`config.mk`:
```
export PLATFORM = sky130hd
export DESIGN_NAME = prod_accum
export DESIGN_NICKNAME = d
export VERILOG_FILES = /design/src/rtl/prod_accum.sv
export SDC_FILE = /design/constraint.sdc
export NUM_CORES = 1
export LEC_CHECK = 0
export CAP_MARGIN = 25
export CORE_MARGIN = 5
export CORE_UTILIZATION = 30
export CTS_CLUSTER_SIZE = 25
export DETAILED_ROUTE_END_ITERATION = 16
export PLACE_DENSITY = 0.6
export SYNTH_ARGS = -nofsm -noshare
export SYNTH_HDL_FRONTEND = slang
export SYNTH_SLANG_ARGS = --single-unit
export TNS_END_PERCENT = 5
```
`constraint.sdc`:
```
create_clock -name clk -period 5.8 [get_ports clk]
set_input_delay 0.87 -clock clk [delete_from_list [all_inputs] [get_ports clk]]
set_output_delay 0.87 -clock clk [all_outputs]
set_load 0.005 [all_outputs]
```
`src/rtl/prod_accum.sv`:
```
// Group accumulator for signed 8-bit products: sums len products (0 = 16) and
// holds the sum until taken downstream. PROD_ACCUM_SAT_EN enables saturating adds and ovf.
module prod_accum #(
  parameter int ACC_W = 12
) (
  input  logic                    clk,
  input  logic                    rst,
  input  logic signed [7:0]       prod,
  input  logic                    in_valid,
  output logic                    in_ready,
  input  logic [3:0]              len,
  output logic signed [ACC_W-1:0] acc_out,
  output logic                    out_valid,
  input  logic                    out_ready,
  output logic                    ovf
);

  typedef enum logic [1:0] {IDLE, ACC, DONE} state_e;

  state_e                  state_q, state_d;
  logic signed [ACC_W-1:0] acc_q, acc_d;
  logic [4:0]              cnt_q, cnt_d, len_q, len_d;
  logic [4:0]              len_in, tgt, cnt_inc;
  logic                    ovf_q, ovf_d, rdy_q;
  logic                    accept;
  logic signed [ACC_W:0]   sum;
  logic signed [ACC_W-1:0] add_res;
  logic                    clamp;

  // rdy_q keeps in_ready low until the first edge after reset is released
  assign in_ready  = rdy_q && (state_q != DONE);
  assign accept    = in_valid && in_ready;
  assign out_valid = (state_q == DONE);
  assign acc_out   = acc_q;
  assign ovf       = ovf_q;

  assign len_in  = {(len == 4'd0), len};
  assign tgt     = (state_q == IDLE) ? len_in : len_q;
  assign cnt_inc = cnt_q + 5'd1;

  // One guard bit makes the signed overflow visible as a top-two-bit mismatch
  assign sum = {acc_q[ACC_W-1], acc_q} + {{(ACC_W-7){prod[7]}}, prod};

`ifdef PROD_ACCUM_SAT_EN
  always_comb begin
    clamp   = sum[ACC_W] ^ sum[ACC_W-1];
    add_res = sum[ACC_W-1:0];
    if (clamp)
      add_res = sum[ACC_W] ? {1'b1, {(ACC_W-1){1'b0}}} : {1'b0, {(ACC_W-1){1'b1}}};
  end
`else
  assign clamp   = 1'b0;
  assign add_res = sum[ACC_W-1:0];
`endif

  always_comb begin
    state_d = state_q;
    acc_d   = acc_q;
    cnt_d   = cnt_q;
    len_d   = len_q;
    ovf_d   = ovf_q;
    case (state_q)
      IDLE, ACC: begin
        if (accept) begin
          acc_d   = add_res;
          ovf_d   = ovf_q | clamp;
          cnt_d   = cnt_inc;
          if (state_q == IDLE) len_d = len_in;
          state_d = (cnt_inc == tgt) ? DONE : ACC;
        end
      end
      DONE: begin
        if (out_ready) begin
          state_d = IDLE;
          acc_d   = '0;
          cnt_d   = '0;
          ovf_d   = 1'b0;
        end
      end
      default: state_d = IDLE;
    endcase
  end

  always_ff @(posedge clk or posedge rst) begin
    if (rst) begin
      state_q <= IDLE;
      acc_q   <= '0;
      cnt_q   <= '0;
      len_q   <= '0;
      ovf_q   <= 1'b0;
      rdy_q   <= 1'b0;
    end else begin
      state_q <= state_d;
      acc_q   <= acc_d;
      cnt_q   <= cnt_d;
      len_q   <= len_d;
      ovf_q   <= ovf_d;
      rdy_q   <= 1'b1;
    end
  end

endmodule

```
==> metrics.cfg <==
[sta]
tns_ns = 0
timing_max_transition_violations_final = 0
tightest_slew_ns = 0.804
post-route-worst-setup-slack_ns = 2.99
finalHoldViolations = 0
slew_headroom = 0.464
grt_setup_unrepaired = false
final.min_clock_period_ns = 2.81
final-setup-viol-count = 0
post-route-period-util = 0.485
achievable-frequency_ghz = 0.355
finalClockSkew_ns = 0.00621

[critical_path]
reg2reg_from = acc_out[0]
max_stage_delay_ns = 0.42
arrival_ns = 2.95
worstPathCellList = clkdlybuf4s50_1 > ha_1 > fa_1 > a21o_1 > nand3_1 > a31oi_1 > a221o_1 > xnor2_1 > o21ai_1
slowest_stage = sky130_fd_sc_hd__fa_1
critical_path.endpoint_type = register
worst_r2r_endpoint = acc_out[10]
r2r.worst_path.cells = 8
setup.worst_path.class = input pin to register
rrSetupSlack_ns = 3.60
cpLargestDelayFamily = compound AO/OA/AOI/OAI gates
path_buf_inv = 1
crit_path_max_fanout = 3
critical_path.startpoint_type = input pin
cp_num_cells = 9
worst_ep_required_time_ns = 5.94

[drt]
drt-wirelength-per-cell_um = 12.1
drt_wl_total_um = 3130
detailedRoute.firstIterationViolations = 46
viasPerCell = 4.73
drtPass1Iterations = 4
num_vias = 1225
route.detailed.drc = 0
ant_nets = 0

[placement]
portBuffers = 29
detailedPlacementHpwl_um = 2380
postPlaceCellArea_sq_um = 1930
finalWeightedCongestion = 0.787
preCtsSetupSlack_ns = 2.69

[power]
total_switching_power_mw = 0.356
clock_power_share = 0.111
power.ir.vdd_worst_mv = 0.207
power.share.switching = 0.382
p_leak_nw = 0.859
seqPwrFrac = 0.337
comb_power_share = 0.552
finalPower_mw = 0.930
power_density_nw_per_um2 = 465
p_int_mw = 0.575

[global_routing]
antenna_found_initial = 0
via_count_of_the_first_global_routing_pass = 1187
global_route_wire_length_before_repair_um = 5370
globalRoute.totalOverflow = 0
groute.usage.overall = 0.100
grt_start_max_net_pins = 26

[die]
coreArea_sq_um = 5110
die_h_um = 82.4
io-pin-count = 31
dieArea_sq_um = 6790
dieWidth_um = 82.4
initial_utilization = 0.308
placementRows = 26

[cells_and_area]
diodes = 0
syn_to_final_growth_pct = 27.4
final_util = 0.392
fin_nets = 219
post-route-cell-area_sq_um = 2000
final_layout_size_suffix_gt1_frac = 0.0794

[synthesis]
ys_seq_area_frac = 0.398
postSynth.asyncResetShare = 1.00
list_of_most_frequent_post_synthesis_cells = 25 x sky130_fd_sc_hd__dfrtp_1, 20 x sky130_fd_sc_hd__nand2_1, 14 x sky130_fd_sc_hd__o21ai_1
synth-edff-count = 0
yosys_warnings = 0
yosys.cell_types.count = 41
synth_area_leaders = sky130_fd_sc_hd__dfrtp_1 40%, sky130_fd_sc_hd__ha_1 9.6%, sky130_fd_sc_hd__nand2_1 4.8%
synth.avg_cell_area_sq_um = 9.88
synthDominantAreaCellType = sky130_fd_sc_hd__dfrtp_1
synth-main-ff-cell = sky130_fd_sc_hd__dfrtp_1
synth.cell_area_sq_um = 1570
yosys_register_bits = 25
syn_inst = 159
synth.net_count = 188
post-synth-top-area-fraction = 0.398
synth_most_common_cell = sky130_fd_sc_hd__dfrtp_1

[clock_network]
cts_setup_buffers = 0
cts_tree = built
cts-htree-levels = 1
clkSinkCount = 25
cts_root_buf = sky130_fd_sc_hd__clkbuf_8
cts_buffers = 3
cts_repair_resize_count = 0
clkSlewWorstSetupHoldPaths_ns = 0.09
clk_lat_worst_skew_ns = 0.27
ctsHoldBuffers = 0
cts-root-to-sink-buffers = 2

[outcome]
result_of_the_run = complete, no violations

[job]
max_cap_viol_count = 0

[worst_hold_path]
hp-start = len_q[3]
holdPathEnd = len_q[3]
timing.hold.worst.class = register to register
holdPathStages = 2

[how the worst max path moves through the flow]
stage | startpoint | end | slack, ns
after floorplan | prod[0] | acc_out[10] | 3.26
after global placement | prod[0] | acc_out[10] | 2.71
after detailed placement | prod[0] | acc_out[10] | 2.69
after CTS | prod[0] | acc_out[10] | 2.98
after global routing | prod[0] | acc_out[10] | 2.88
final | prod[0] | acc_out[10] | 2.99
[power groups by stage]
| stage | combinational (mW) | clock (mW) | sequential, mW |
|---|---|---|---|
| floorplan | 0.360 | 0 | 0.308 |
| global placement | 0.510 | 0 | 0.316 |
| detailed placement | 0.516 | 0 | 0.317 |
| CTS | 0.518 | 0.107 | 0.315 |
| global route | 0.576 | 0.116 | 0.327 |
| finish | 0.514 | 0.104 | 0.313 |
[flip-flops by register name (all words and copies together), names as in the netlist]
| name | cells |
|---|---|
| rdy_q | 1 |
| acc_out | 12 |
| state_q | 2 |
| len_q | 5 |
| cnt_q | 5 |
[layout make-up]
type	count	area, sq um
multi-input combinational	127	915
clock buffer	4	45.0
tap	70	87.6
sequential	25	626
timing repair buffer	30	318
inverter	3	11.3
fill	528	3110
[placed cells by master (no fill, tap or decap), types with 4 or more instances in the layout]
| cell type | synthesis | final |
|---|---|---|
| sky130_fd_sc_hd__xor2_1 | 8 | 8 |
| sky130_fd_sc_hd__o21ai_0 | 5 | 5 |
| sky130_fd_sc_hd__nand2_1 | 20 | 20 |
| sky130_fd_sc_hd__mux2_2 | 4 | 4 |
| sky130_fd_sc_hd__a21oi_1 | 6 | 6 |
| sky130_fd_sc_hd__ha_1 | 12 | 12 |
| sky130_fd_sc_hd__nand3_1 | 5 | 5 |
| sky130_fd_sc_hd__xnor2_1 | 8 | 8 |
| sky130_fd_sc_hd__a21o_1 | 5 | 5 |
| sky130_fd_sc_hd__o21ai_1 | 14 | 14 |
| sky130_fd_sc_hd__dfrtp_1 | 25 | 25 |
| sky130_fd_sc_hd__mux2i_1 | 5 | 5 |
| sky130_fd_sc_hd__clkdlybuf4s50_1 | 0 | 29 |
[cells by family (layout without fill, tap and decap cells)]
group,Yosys count,count (layout),share of synthesized area
DFF,25,25,0.398
and+or+nand+nor,40,40,0.123
muxes,9,9,0.0605
other,2,2,0.00478
AOI/OAI and AO/OA,47,47,0.196
xor gates and xnor gates,16,16,0.0892
buffers and inverters,7,37,0.0199
adders and majority gates,13,13,0.108
[per-layer routing]
layer / vias up / global-route usage / part of all wire
met5: - / 0 / 0
li1: 630 / - / -
met3: 2 / 0.0119 / 0.030
met2: 20 / 0.159 / 0.46
met4: 0 / 0.0349 / 0.011
met1: 573 / 0.141 / 0.50
[worst min-delay path, stage by stage (launching register included)]
cell                      delay (ns)
sky130_fd_sc_hd__dfrtp_1        0.35
sky130_fd_sc_hd__nand2_1        0.05
sky130_fd_sc_hd__o21ai_1        0.06
[metrics by stage]
stage               cells  hold WS (ns)
global route          259         0.524
floorplan             159         0.455
CTS                   258         0.504
global placement      254         0.476
detailed placement    254         0.484
finish                259         0.493
No activity file was read; power rests on OpenSTA's default activity.
